==> src/rtl/sr_pulse_driver.sv <==
// sr_pulse_driver
// Command-driven S/R pulse generator for a bank of SR flip-flops. Commands
// ({op, idx}) arrive over a valid/ready handshake and queue in a small FIFO.
// They execute one at a time: a registered S or R pulse of fixed width, then a
// bounded wait for the flip-flop's Q to confirm. The result is reported as a
// one-cycle done or err pulse. S and R are never high together, and at most
// one line of the bank is driven at any time.

module sr_pulse_driver #(
   parameter int N            = 8,
   parameter int PULSE_CYCLES = 2,
   parameter int TIMEOUT      = 15,
   parameter int FIFO_DEPTH   = 4
) (
   input  logic                 Clk,
   input  logic                 Rst,
   input  logic                 cmd_valid,
   output logic                 cmd_ready,
   input  logic                 cmd_op,
   input  logic [$clog2(N)-1:0] cmd_idx,
   output logic [N-1:0]         S,
   output logic [N-1:0]         R,
   input  logic [N-1:0]         Q,
   output logic                 done,
   output logic                 err,
   output logic                 busy
);

   localparam int IDX_W   = $clog2(N);
   localparam int PTR_W   = $clog2(FIFO_DEPTH);
   localparam int CNT_W   = $clog2(FIFO_DEPTH + 1);
   localparam int PCNT_W  = $clog2(PULSE_CYCLES + 1);
   localparam int TCNT_W  = $clog2(TIMEOUT + 1);
   localparam int ENTRY_W = IDX_W + 1;

   // Upper bound for a legal index. It is one bit wider than the index so
   // that N can be represented even when N is a power of two.
   localparam logic [IDX_W:0]  N_LIMIT    = (IDX_W + 1)'(N);
   localparam logic [CNT_W-1:0] FULL_COUNT = CNT_W'(FIFO_DEPTH);
   localparam logic [PCNT_W-1:0] PULSE_LAST = PCNT_W'(PULSE_CYCLES - 1);
   localparam logic [TCNT_W-1:0] TOUT_LAST  = TCNT_W'(TIMEOUT - 1);

   typedef enum logic [1:0] {
      IDLE  = 2'd0,
      PULSE = 2'd1,
      CHECK = 2'd2
   } state_t;

   // ------------------------------------------------------------------
   // Command FIFO
   // ------------------------------------------------------------------
   logic [ENTRY_W-1:0] fifo_mem_q [FIFO_DEPTH];
   logic [PTR_W-1:0]   wr_ptr_q, wr_ptr_d;
   logic [PTR_W-1:0]   rd_ptr_q, rd_ptr_d;
   logic [CNT_W-1:0]   count_q, count_d;

   logic               fifo_full;
   logic               fifo_empty;
   logic               push;
   logic               pop;
   logic [ENTRY_W-1:0] head_entry;
   logic               head_op;
   logic [IDX_W-1:0]   head_idx;
   logic               head_idx_ok;
   logic [N-1:0]       head_onehot;

   // ------------------------------------------------------------------
   // Controller state
   // ------------------------------------------------------------------
   state_t             state_q, state_d;
   logic               op_q, op_d;
   logic [IDX_W-1:0]   idx_q, idx_d;
   logic [N-1:0]       s_q, s_d;
   logic [N-1:0]       r_q, r_d;
   logic               done_q, done_d;
   logic               err_q, err_d;
   logic [PCNT_W-1:0]  pulse_cnt_q, pulse_cnt_d;
   logic [TCNT_W-1:0]  tout_cnt_q, tout_cnt_d;

   logic [N-1:0]       q_shift;
   logic               q_sel;

   // ready is a pure function of the stored count, so it never depends
   // combinationally on cmd_valid
   assign fifo_full  = (count_q == FULL_COUNT);
   assign fifo_empty = (count_q == '0);
   assign cmd_ready  = !fifo_full;
   assign push       = cmd_valid && cmd_ready;
   assign pop        = (state_q == IDLE) && !fifo_empty;

   assign head_entry  = fifo_mem_q[rd_ptr_q];
   assign head_op     = head_entry[IDX_W];
   assign head_idx    = head_entry[IDX_W-1:0];
   assign head_idx_ok = ({1'b0, head_idx} < N_LIMIT);
   assign head_onehot = {{(N-1){1'b0}}, 1'b1} << head_idx;

   // Readback bit of the flip-flop the current command is addressing
   assign q_shift = Q >> idx_q;
   assign q_sel   = q_shift[0];

   // Advance the FIFO pointers and occupancy; a simultaneous push and pop leaves the count unchanged
   always_comb begin
      wr_ptr_d = wr_ptr_q;
      rd_ptr_d = rd_ptr_q;
      count_d  = count_q;
      if (push) begin
         wr_ptr_d = wr_ptr_q + PTR_W'(1);
      end
      if (pop) begin
         rd_ptr_d = rd_ptr_q + PTR_W'(1);
      end
      if (push && !pop) begin
         count_d = count_q + CNT_W'(1);
      end else if (pop && !push) begin
         count_d = count_q - CNT_W'(1);
      end
   end

   // FIFO storage is not reset; only the pointers and count define which entries are live
   always_ff @(posedge Clk) begin
      if (push) begin
         fifo_mem_q[wr_ptr_q] <= {cmd_op, cmd_idx};
      end
   end

   // FIFO pointer and occupancy registers
   always_ff @(posedge Clk or posedge Rst) begin
      if (Rst) begin
         wr_ptr_q <= '0;
         rd_ptr_q <= '0;
         count_q  <= '0;
      end else begin
         wr_ptr_q <= wr_ptr_d;
         rd_ptr_q <= rd_ptr_d;
         count_q  <= count_d;
      end
   end

   // Next-state logic: pop and launch a pulse, time the pulse, then wait for Q to confirm or time out
   always_comb begin
      state_d     = state_q;
      op_d        = op_q;
      idx_d       = idx_q;
      s_d         = s_q;
      r_d         = r_q;
      done_d      = 1'b0;
      err_d       = 1'b0;
      pulse_cnt_d = pulse_cnt_q;
      tout_cnt_d  = tout_cnt_q;

      unique case (state_q)
         IDLE: begin
            s_d = '0;
            r_d = '0;
            if (pop) begin
               op_d  = head_op;
               idx_d = head_idx;
               if (head_idx_ok) begin
                  state_d     = PULSE;
                  pulse_cnt_d = '0;
                  if (head_op) begin
                     s_d = head_onehot;
                  end else begin
                     r_d = head_onehot;
                  end
               end else begin
                  // An out-of-range index is rejected without touching the bank
                  err_d = 1'b1;
               end
            end
         end

         PULSE: begin
            if (pulse_cnt_q == PULSE_LAST) begin
               s_d        = '0;
               r_d        = '0;
               tout_cnt_d = '0;
               state_d    = CHECK;
            end else begin
               pulse_cnt_d = pulse_cnt_q + PCNT_W'(1);
            end
         end

         CHECK: begin
            s_d = '0;
            r_d = '0;
            if (q_sel == op_q) begin
               done_d  = 1'b1;
               state_d = IDLE;
            end else if (tout_cnt_q == TOUT_LAST) begin
               err_d      = 1'b1;
               tout_cnt_d = '0;
               state_d    = IDLE;
            end else begin
               tout_cnt_d = tout_cnt_q + TCNT_W'(1);
            end
         end

         default: begin
            s_d     = '0;
            r_d     = '0;
            state_d = IDLE;
         end
      endcase
   end

   // Controller registers; reset drops any active S/R line immediately and discards the command in flight
   always_ff @(posedge Clk or posedge Rst) begin
      if (Rst) begin
         state_q     <= IDLE;
         op_q        <= 1'b0;
         idx_q       <= '0;
         s_q         <= '0;
         r_q         <= '0;
         done_q      <= 1'b0;
         err_q       <= 1'b0;
         pulse_cnt_q <= '0;
         tout_cnt_q  <= '0;
      end else begin
         state_q     <= state_d;
         op_q        <= op_d;
         idx_q       <= idx_d;
         s_q         <= s_d;
         r_q         <= r_d;
         done_q      <= done_d;
         err_q       <= err_d;
         pulse_cnt_q <= pulse_cnt_d;
         tout_cnt_q  <= tout_cnt_d;
      end
   end

   assign S    = s_q;
   assign R    = r_q;
   assign done = done_q;
   assign err  = err_q;
   assign busy = (state_q != IDLE) || !fifo_empty;

   // Safety properties of the bank drive and of the status pulses
   a_no_sr_overlap: assert property (@(posedge Clk) disable iff (Rst) ((s_q & r_q) == '0));
   a_single_line:   assert property (@(posedge Clk) disable iff (Rst) $onehot0(s_q | r_q));
   a_done_xor_err:  assert property (@(posedge Clk) disable iff (Rst) !(done_q && err_q));

endmodule

==> config.mk <==
export PLATFORM = sky130hd
export DESIGN_NAME = sr_pulse_driver
export DESIGN_NICKNAME = d
export VERILOG_FILES = /design/src/rtl/sr_pulse_driver.sv
export SDC_FILE = /design/constraint.sdc
export NUM_CORES = 1
export LEC_CHECK = 0
export CORE_ASPECT_RATIO = 0.6
export CORE_MARGIN = 10
export CORE_UTILIZATION = 40
export CTS_BUF_LIST = sky130_fd_sc_hd__clkbuf_16
export CTS_CLUSTER_DIAMETER = 50
export DETAILED_ROUTE_END_ITERATION = 8
export GPL_TIMING_DRIVEN = 0
export SYNTH_ARGS = -nofsm -noshare
export SYNTH_HDL_FRONTEND = slang
export SYNTH_SLANG_ARGS = --single-unit
==> constraint.sdc <==
create_clock -name Clk -period 2.2 [get_ports Clk]
set_input_delay 0.33 -clock Clk [delete_from_list [all_inputs] [get_ports Clk]]
set_output_delay 0.33 -clock Clk [all_outputs]
set_load 0.005 [all_outputs]
==> impl_results.md, run 1 <==
* Main synth FF type: dfrtp_1
* Vias in the first global route at roughly 1500
* Routability congestion estimate at between 0.7 and 0.8
* Fin crit share at approximately 94%
* I/O Buffers at 34
* Layout cell share with drive strength beyond 1 at 16.5%
* Sequential share of the synthesized area at a little over 60%
* Int Power at around 2.8 mW
* Vias post-DR at between 1500 and 2000
* YS warnings at 0
* Hold WC Path Type: flip-flop to flip-flop
* Worst path arrival time at 2.23 ns
* Worst setup SP type: flip-flop
* Maxcap violations at 0
* Clock network fraction of design power at 23.2%
* WL per Instance at 15.3 microns
* Final nets at 254
* I/O pin count at 35
* Post-synth EDFFs at 16
* DRT Pass-1 Iters at 4
* First-pass GRT wire length at ~8100 microns
* Clock transition at path regs at around 0.070 ns
* Clock Tree Buf Depth at 2
* Final core occ at between 50% and 60%
* Inserted Diodes at 0
* Post-Syn Area at about 2300 sq um
* Placed cells at about 300
* Power per Cell Area at around 1400 nW/um^2
* Number of synthesized register bits at 53
* Rows at 21
* RR Endpoint: count_q[1]
* Final instance area at between 3000 and 4000 sq um
* Initial core utilization at approximately two fifths
* CP Class: flip-flop to flip-flop
* Initial drt markers at between 100 and 150
* Area leader, netlist: dfrtp_1
* Drt total wl at between 4000 and 5000 microns
* Area post-placement at between 2000 and 3000 sq um
* Core ar. at around 5600 sq um
* Normalized max-slew margin at a little under half
* Die area at slightly above 9000 sq um
* Hold Path Depth at 2
* Post-layout minimum cycle time at 2.06 ns
* Top cell type's share of synthesized area at between 40% and 50%
* Die extent in y at about 79 microns
* Clock Tree Root: clkbuf_16
* Switching Share at 33.7%
* Worst slew pin tran at just under 0.8 ns
* Top cells by area, synth: dfrtp_1 (40%), edfxtp_1 (21%), nand2_1 (5.7%)
* Residual DRC at 0
* Vias/cell at 4.88
* Slew Viols, Final at 0
* CTS sink count at between 50 and 60
* Worst Hold End: S[2]
* Crit-path max FO at 6
* Clock Latency Late Sink at 0.28 ns
* Grt ovf at 0
* Top cells by count, synth: dfrtp_1 (37), nand2_1 (35), edfxtp_1 (16)
* Worst reg2reg path startpoint: state_q[1]
* Initial antenna violation count at 0
* Crit end category: flip-flop
* Internal reg-to-reg setup slack at between 0.1 and 0.15 ns
* Syn Nets at approximately 210
* Post-Syn Instances at 182
* Peak supply drop at about 0.00066 V
* Switching pwr at 1.43 mW
* Setup TNS Final at 0 ns
* CTS tree: yes
* Avg Cell Area, Syn at approximately 13 sq um
* Fin cells at 311
* H-tree depth at 2
* RSZ-0062 raised after global routing: false
* Min-delay src: S[2]
* Total power at approximately 4.2 mW
* Hold violation count in the final report at 0
* Post-synth ARST share at a little over two thirds
* FMAX at a little under 500 MHz
* Leak at about 1.2 nW
* Antenna Violating Nets Remaining at 0
* Setup crit start: state_q[1]
* Clock Skew at 0.00376 ns
* Detailed Place HPWL at approximately 3400 microns
* Largest net degree at the start of global routing at 38
* Most numerous cell in the Yosys netlist: dfrtp_1
* Fillers at around 500
* Worst R2R Path Depth at 7
* Worst endpoint required time at around 2.4 ns
* GRT Total Usage at between 10% and 20%
* Die X at between 100 and 150 microns
* Area growth from synthesis to layout at 31.9%
* Share of power burned in registers at between 30% and 40%
* Setup violations, final at 0
* Part of the power in combinational logic at 39.5%
* Status: completed
* Synth cell types at 36
* TritonCTS buffer count at 5
## power by group through the flow
stage               Sequential [mW]  Clock, mW  Combinational, mW
floorplan                      1.52          0               1.02
global placement               1.57          0               1.48
detailed placement             1.57          0               1.50
CTS                            1.58       1.00               1.55
global route                   1.63       1.04               1.88
finish                         1.58      0.984               1.67
## how the worst max path moves through the flow
stage / cells past startpoint / slack, ns / end
3_5_place_dp: 8 / -0.36 / count_q[1]
5_1_grt: 7 / 0.003 / count_q[1]
4_1_cts: 10 / 0.003 / count_q[2]
3_3_place_gp: 8 / -0.33 / count_q[1]
6_report: 7 / 0.14 / count_q[1]
2_1_floorplan: 8 / 0.002 / count_q[1]
## layer usage
metal / vias to the layer above / routed length [microns] / global-route usage, %
met5: - / 0 / 0
met4: 0 / 10 / 2.21
met3: 2 / 252 / 3.39
met2: 34 / 1990 / 15.1
met1: 744 / 2510 / 15.1
li1: 738 / - / -
## metrics by stage
step	hold WS [ns]	setup WS, ns
3_5_place_dp	0.466	-0.359
3_3_place_gp	0.463	-0.326
5_1_grt	0.498	0.00263
6_report	0.478	0.139
2_1_floorplan	0.429	0.00249
4_1_cts	0.482	0.00293
## timing repair
item	CTS	global route
buffers inserted	0	7
pin swaps	0	3
gates resized for setup	7	7
setup endpoints to repair	2	2
hold buffers	0	0
## cells by family after synthesis
| family | synth area share (%) |
|---|---|
| AO/OA/AOI/OAI | 6.85 |
| XOR/XNOR | 2.99 |
| adder cells (fa/ha/maj) | 5.22 |
| buffers and inverters | 2.01 |
| flip-flops | 61.1 |
| multiplexers | 8.21 |
| AND/OR/NAND/NOR | 13.6 |
## critical path, stage by stage (launching register included)
cell     delay (ns)
dfrtp_1        0.47
nor3_4         0.34
inv_2          0.09
buf_8          0.14
ha_4           0.16
inv_1          0.06
fa_2           0.42
mux2_2         0.26
## state kept, by name, summed over array words and instances, names as in the netlist
| signal | cells |
|---|---|
| R | 8 |
| S | 8 |
| count_q | 3 |
| done | 1 |
| err | 1 |
| fifo_mem_q | 16 |
| idx_q | 3 |
| op_q | 1 |
| pulse_cnt_q | 2 |
| rd_ptr_q | 2 |
| state_q | 2 |
| tout_cnt_q | 4 |
| wr_ptr_q | 2 |
## layout make-up
| type | instances | area, sq um | share of cell area (%) |
|---|---|---|---|
| plain buffers | 3 | 23.8 | 0.783 |
| multi-input cells | 117 | 887 | 29.2 |
| flip-flops and latches | 53 | 1410 | 46.4 |
| clock buffers | 5 | 125 | 4.12 |
| repair buffers | 41 | 393 | 12.9 |
| inverters | 9 | 33.8 | 1.11 |
| clock inverters | 3 | 65.1 | 2.14 |
| well taps | 80 | 100 | 3.30 |
## cell usage in the layout (no fill, tap or decap), types with 2 or more instances in the layout
cell / instances
and2_1: 2
and3_1: 4
buf_4: 7
bufinv_16: 2
clkbuf_16: 5
clkdlybuf4s50_1: 34
dfrtp_1: 35
dfrtp_2: 2
edfxtp_1: 16
ha_1: 7
inv_1: 7
inv_2: 2
mux2_2: 2
mux4_1: 2
mux4_2: 4
nand2_1: 35
nand2b_1: 5
nand3_1: 4
nor2_1: 5
nor3_1: 2
nor3_4: 2
o21ai_0: 15
o22ai_1: 2
o31a_1: 2
o41ai_1: 3
or2_2: 2
xnor2_1: 4
xor2_1: 2
Note: power is estimated with default switching activity, not from simulation.
==> run 2: changes to the inputs <==
--- a/config.mk
+++ b/config.mk
@@ -6,8 +6,8 @@
 export NUM_CORES = 1
 export LEC_CHECK = 0
 export CORE_ASPECT_RATIO = 0.6
-export CORE_MARGIN = 10
-export CORE_UTILIZATION = 40
+export CORE_MARGIN = 3
+export CORE_UTILIZATION = 25
 export CTS_BUF_LIST = sky130_fd_sc_hd__clkbuf_16
 export CTS_CLUSTER_DIAMETER = 50
 export DETAILED_ROUTE_END_ITERATION = 8
==> impl_results.md, run 2 (same netlist as run 1, synthesis figures left out) <==
* Fin crit share at 94.6% (was 93.7%)
* Initial antenna violation count at 0 (unchanged)
* Hold WC Path Type: flip-flop to flip-flop (unchanged)
* CTS sink count at 53 (unchanged)
* Buf/Inv on CP at 1 (was 3)
* Antenna Violating Nets Remaining at 0 (unchanged)
* Area of the multi-input gates at 872 sq um (was 887 sq um)
* Crit end category: flip-flop (unchanged)
* Normalized max-slew margin at 47.1% (was 47.4%)
* Total power at 4.06 mW (was 4.24 mW)
* Detailed Place HPWL at 3560 microns (was 3390 microns)
* Most frequent cells in the layout: dfrtp_1 (35), nand2_1 (35), clkdlybuf4s50_1 (34), edfxtp_1 (16), o21ai_0 (15) (unchanged)
* Clock transition at path regs at 0.07 ns (about the same)
* Most flops, register: fifo_mem_q (unchanged)
* CP Class: flip-flop to flip-flop (unchanged)
* Clock Tree Root: clkbuf_16 (unchanged)
* Routability congestion estimate at 0.759 (was 0.785)
* DRT met1 WL at 2580 microns (was 2510 microns)
* Slowest stage delay, CP at 0.45 ns (was 0.47 ns)
* Fillers at 881 (was 499)
* Post-layout minimum cycle time at 2.08 ns (was 2.06 ns)
* Initial core utilization at 26.4% (was 41.3%)
* Setup violations, final at 0 (unchanged)
* Top layer in use: met4 (unchanged)
* Maxcap violations at 0 (unchanged)
* Crit-path cells: nor2_1 > nand2_1 > and2_1 > ha_1 > inv_1 > fa_1 > mux2_2 (was nor3_4 > inv_2 > buf_8 > ha_4 > inv_1 > fa_2 > mux2_2)
* Hold_buf cts at 0 (unchanged)
* Drt total wl at 4980 microns (was 4770 microns)
* I/O Buffers at 34 (unchanged)
* Status: completed (unchanged)
* Die extent in y at 80.3 microns (was 78.8 microns)
* RSZ-0062 raised after global routing: true (was false)
* TritonCTS buffer count at 5 (unchanged)
* Largest net degree at the start of global routing at 38 (unchanged)
* Core ar. at 8720 sq um (was 5570 sq um)
* Crit-path max FO at 6 (unchanged)
* WL per Instance at 14.5 microns (was 15.3 microns)
* Layout cell share with drive strength beyond 1 at 14.8% (was 16.5%)
* Peak supply drop at 0.000493 V (was 0.000658 V)
* GRT Total Usage at 10.0% (was 10.5%)
* Die area at 10400 sq um (was 9290 sq um)
* Setup TNS Final at 0 ns (unchanged)
* Met3 WL post-DR at 250 microns (was 252 microns)
* Grt ovf at 0 (unchanged)
* Worst setup SP type: flip-flop (unchanged)
* Vias/cell at 4.42 (was 4.88)
* Worst path arrival time at 2.26 ns (was 2.23 ns)
* Clock Latency Late Sink at 0.30 ns (was 0.28 ns)
* Rows at 26 (was 21)
* Worst slew pin tran at 0.793 ns (was 0.787 ns)
* Largest register FFs at 16 (unchanged)
* Inserted Diodes at 0 (unchanged)
* Final nets at 253 (was 254)
* I/O pin count at 35 (unchanged)
* Clock Skew at 0.0106 ns (was 0.00376 ns)
* Vias in the first global route at 1488 (was 1540)
* H-tree depth at 2 (unchanged)
* Area growth from synthesis to layout at 31.3% (was 31.9%)
* Register area at 1410 sq um (unchanged)
* CP top delay family: adder cells (unchanged)
* DRT Pass-1 Iters at 4 (unchanged)
* Slew Viols, Final at 0 (unchanged)
* Vias post-DR at 1512 (was 1518)
* Routed wl met2 at 2080 microns (was 1990 microns)
* Hold violation count in the final report at 0 (unchanged)
* FMAX at 480 MHz (was 485 MHz)
* Initial drt markers at 127 (was 116)
* Leak at 1.22 nW (was 1.24 nW)
* CTS tree: yes (unchanged)
* Residual DRC at 0 (unchanged)
* Worst endpoint required time at 2.38 ns (was 2.37 ns)
* Die X at 130 microns (was 118 microns)
* WHS at 0.483 ns (was 0.478 ns)
* First-pass GRT wire length at 7850 microns (was 8110 microns)
* Slowest cell on crit path: dfrtp_2 (was dfrtp_1)
* Clock Tree Buf Depth at 2 (unchanged)
* Power per Cell Area at 1350 nW/um^2 (was 1390 nW/um^2)
run 2: per-layer routing:
| metal | up-vias | global-route usage [%] |
|---|---|---|
| met1 | 740 | 14.2 |
| li1 | 736 | - |
| met2 | 30 | 14.1 |
| met5 | - | 0 |
| met4 | 0 | 3.42 |
| met3 | 6 | 3.39 |
run 2: area by class of cell:
cell class                 instances  share of cell area, %
tap                              112                   4.64
sequential                        53                   46.6
buffer                             3                  0.663
clock buffer                       6                   4.97
multi-input combinational        117                   28.9
inverter                           9                   1.12
clock inverter                     2                  0.373
timing repair buffer              40                   12.8
run 2: metrics by stage:
step,instances,utilization [%],setup slack [ns],area [sq um]
floorplan,182,-,0.00249,2300
global placement,328,31.9,-0.288,2780
detailed placement,328,31.9,-0.312,2780
CTS,336,34.1,0.000737,2970
global route,342,34.7,-0.0175,3020
finish,342,34.7,0.118,3020
run 2: path summary, 6_finish.rpt:
kind                             from            end  slack [ns]  depth (start not counted)
max                        count_q[1]     count_q[1]        0.12                          7
min                              R[0]           R[0]        0.48                          2
max reg2reg                count_q[1]     count_q[1]        0.12                          7
min reg2reg                      R[0]           R[0]        0.48                          2
max in group asynchronous         Rst     count_q[0]        1.14                          2
min in group asynchronous         Rst  tout_cnt_q[2]        0.50                          2
run 2: timing repair:
item,CTS,global route
gates resized for setup,5,5
buffers inserted,0,6
endpoints found under the setup margin,2,2
pin swaps,0,2
run 2: power by group:
group          leakage, nW  internal (mW)  switching [mW]
registers            0.630           1.33           0.248
clock network       0.0783          0.488           0.358
logic                0.514          0.799           0.841
total                 1.22           2.62            1.45
run 2: worst min-delay path, stage by stage (launching register included):
cell and delay, ns:
dfrtp_1 0.34, nand2_1 0.05, o41ai_1 0.05
==> run 3: changes to the inputs <==
--- a/config.mk
+++ b/config.mk
@@ -12,6 +12,8 @@
 export CTS_CLUSTER_DIAMETER = 50
 export DETAILED_ROUTE_END_ITERATION = 8
 export GPL_TIMING_DRIVEN = 0
+export REMOVE_ABC_BUFFERS = 1
+export SLEW_MARGIN = 20
 export SYNTH_ARGS = -nofsm -noshare
 export SYNTH_HDL_FRONTEND = slang
 export SYNTH_SLANG_ARGS = --single-unit
==> impl_results.md, run 3 (same netlist as run 1, synthesis figures left out) <==
* Inserted Diodes at 0 (unchanged)
* Most frequent cells in the layout: dfrtp_1 (35), nand2_1 (35), clkdlybuf4s50_1 (34), edfxtp_1 (16), o21ai_0 (15) (unchanged)
* Layout cell share with drive strength beyond 1 at 12.9% (was 14.8%)
* H-tree depth at 2 (unchanged)
* Most flops, register: fifo_mem_q (unchanged)
* Power per Cell Area at 1300 nW/um^2 (was 1350 nW/um^2)
* CTS tree: yes (unchanged)
* Rows at 26 (unchanged)
* GRT Total Usage at 9.37% (was 10.0%)
* Initial drt markers at 106 (was 127)
* Vias in the first global route at 1364 (was 1488)
* Worst setup SP type: flip-flop (unchanged)
* Detailed Place HPWL at 3490 microns (was 3560 microns)
* Antenna Violating Nets Remaining at 0 (unchanged)
* Clock Skew at 0.00405 ns (was 0.0106 ns)
* Worst slew pin tran at 0.668 ns (was 0.793 ns)
* Clock Latency Late Sink at 0.29 ns (was 0.30 ns)
* Placed cells at 326 (was 328)
* Clock Tree Root: clkbuf_16 (unchanged)
* Setup TNS Final at 0 ns (unchanged)
* Final nets at 247 (was 253)
* Residual DRC at 0 (unchanged)
* Slew Viols, Final at 0 (unchanged)
* Fin crit share at 93.4% (was 94.6%)
* Core ar. at 8720 sq um (unchanged)
* Hold WC Path Type: input port to asynchronous set/reset pin (was flip-flop to flip-flop)
* Grt ovf at 0 (unchanged)
* Die X at 130 microns (unchanged)
* Hold violation count in the final report at 0 (unchanged)
* Setup violations, final at 0 (unchanged)
* DP Worst Slack at -0.423 ns (was -0.312 ns)
* CP Class: flip-flop to flip-flop (unchanged)
* Die area at 10400 sq um (unchanged)
* Worst path arrival time at 2.23 ns (was 2.26 ns)
* CTS sink count at 53 (unchanged)
* Worst endpoint required time at 2.38 ns (about the same)
* Crit-path max FO at 6 (unchanged)
* FMAX at 487 MHz (was 480 MHz)
* I/O pin count at 35 (unchanged)
* Initial antenna violation count at 0 (unchanged)
* Fillers at 873 (was 881)
* Final worst slack at 0.145 ns (was 0.118 ns)
* Largest register FFs at 16 (unchanged)
* Drt total wl at 4610 microns (was 4980 microns)
* Area growth from synthesis to layout at 29.6% (was 31.3%)
* Final core occ at 34.2% (was 34.7%)
* I/O Buffers at 34 (unchanged)
* Die extent in y at 80.3 microns (unchanged)
* Clock transition at path regs at 0.07 ns (about the same)
* Maxcap violations at 0 (unchanged)
* Initial core utilization at 26.4% (unchanged)
* Normalized max-slew margin at 55.4% (was 47.1%)
* Clock Tree Buf Depth at 2 (unchanged)
* First-pass GRT wire length at 7410 microns (was 7850 microns)
* Largest net degree at the start of global routing at 31 (was 38)
* Status: completed (unchanged)
* Vias/cell at 4.49 (was 4.42)
* RSZ-0062 raised after global routing: false (was true)
* Leak at 1.19 nW (was 1.22 nW)
* Post-layout minimum cycle time at 2.05 ns (was 2.08 ns)
* Routability congestion estimate at 0.727 (was 0.759)
* Fin cells at 336 (was 342)
* Crit end category: flip-flop (unchanged)
* WL per Instance at 13.7 microns (was 14.5 microns)
* TritonCTS buffer count at 5 (unchanged)
* Peak supply drop at 0.000415 V (was 0.000493 V)
* DRT Pass-1 Iters at 4 (unchanged)
* Vias post-DR at 1510 (was 1512)
-- run 3: cell types whose count changed in the layout (fill, tap and decap cells not counted) --
| cell | before | now |
|---|---|---|
| buf_4 | 6 | 2 |
| nor3b_2 | 1 | 0 |
| clkbuf_16 | 6 | 5 |
| clkbuf_1 | 1 | 0 |
| buf_2 | 1 | 0 |
| nor3b_4 | 0 | 1 |
| buf_12 | 0 | 1 |
| buf_6 | 1 | 0 |
| inv_4 | 0 | 1 |
| clkinvlp_4 | 1 | 2 |
| inv_2 | 2 | 1 |
-- run 3: worst paths after layout --
| path | start | end | slack, ns | depth (start not counted) |
|---|---|---|---|---|
| max in group asynchronous | Rst | count_q[0] | 1.50 | 3 |
| hold / removal | Rst | tout_cnt_q[2] | 0.26 | 2 |
| hold reg to reg | R[7] | R[7] | 0.49 | 2 |
| min in group Clk | R[7] | R[7] | 0.49 | 2 |
| setup / recovery | count_q[1] | count_q[1] | 0.15 | 7 |
| setup reg to reg | count_q[1] | count_q[1] | 0.15 | 7 |
-- run 3: metal layers --
metal	track usage, %	routed length, microns	up-vias
met5	0	0	-
met4	2.80	25	0
met3	3.19	294	2
met2	11.5	1800	38
met1	14.9	2490	740
li1	-	-	730
-- run 3: power by group --
group          total (mW)  internal, mW  switching (mW)
sequential           1.62          1.33           0.286
combinational        1.51         0.726           0.783
clock               0.766         0.418           0.348
-- run 3: cell type report --
class                   count  area, sq um  share of cell area (%)
flip-flops and latches     53         1410                    47.2
multi-input cells         117          878                    29.4
repair buffers             37          375                    12.6
well taps                 112          140                    4.70
clock buffers               5          125                    4.19
inverters                   9         36.3                    1.22
clock inverters             3         18.8                   0.629
-- run 3: per-stage QoR --
| stage | power (mW) | hold slack [ns] | cell area, sq um |
|---|---|---|---|
| after detailed placement | 3.05 | 0.475 | 2790 |
| final | 3.89 | 0.263 | 2980 |
| after global placement | 3.00 | 0.466 | 2770 |
| after floorplan | 2.51 | 0.429 | 2290 |
| after CTS | 3.85 | 0.263 | 2950 |
| after global routing | 4.18 | 0.280 | 2980 |
-- run 3: worst max-delay path, cell delays in order (launching register included) --
cell     delay [ns]
dfrtp_2        0.45
nor2_1         0.11
nand2_1        0.15
and2_1         0.26
ha_1           0.23
inv_1          0.07
fa_1           0.41
mux2_2         0.27
-- run 3: timing repair --
action,in CTS,in global routing
buffers inserted,0,2
setup endpoints to repair,2,3
endpoints found under the hold margin,0,0
hold buffers,0,0
pin swaps,0,1
gates resized for setup,4,6
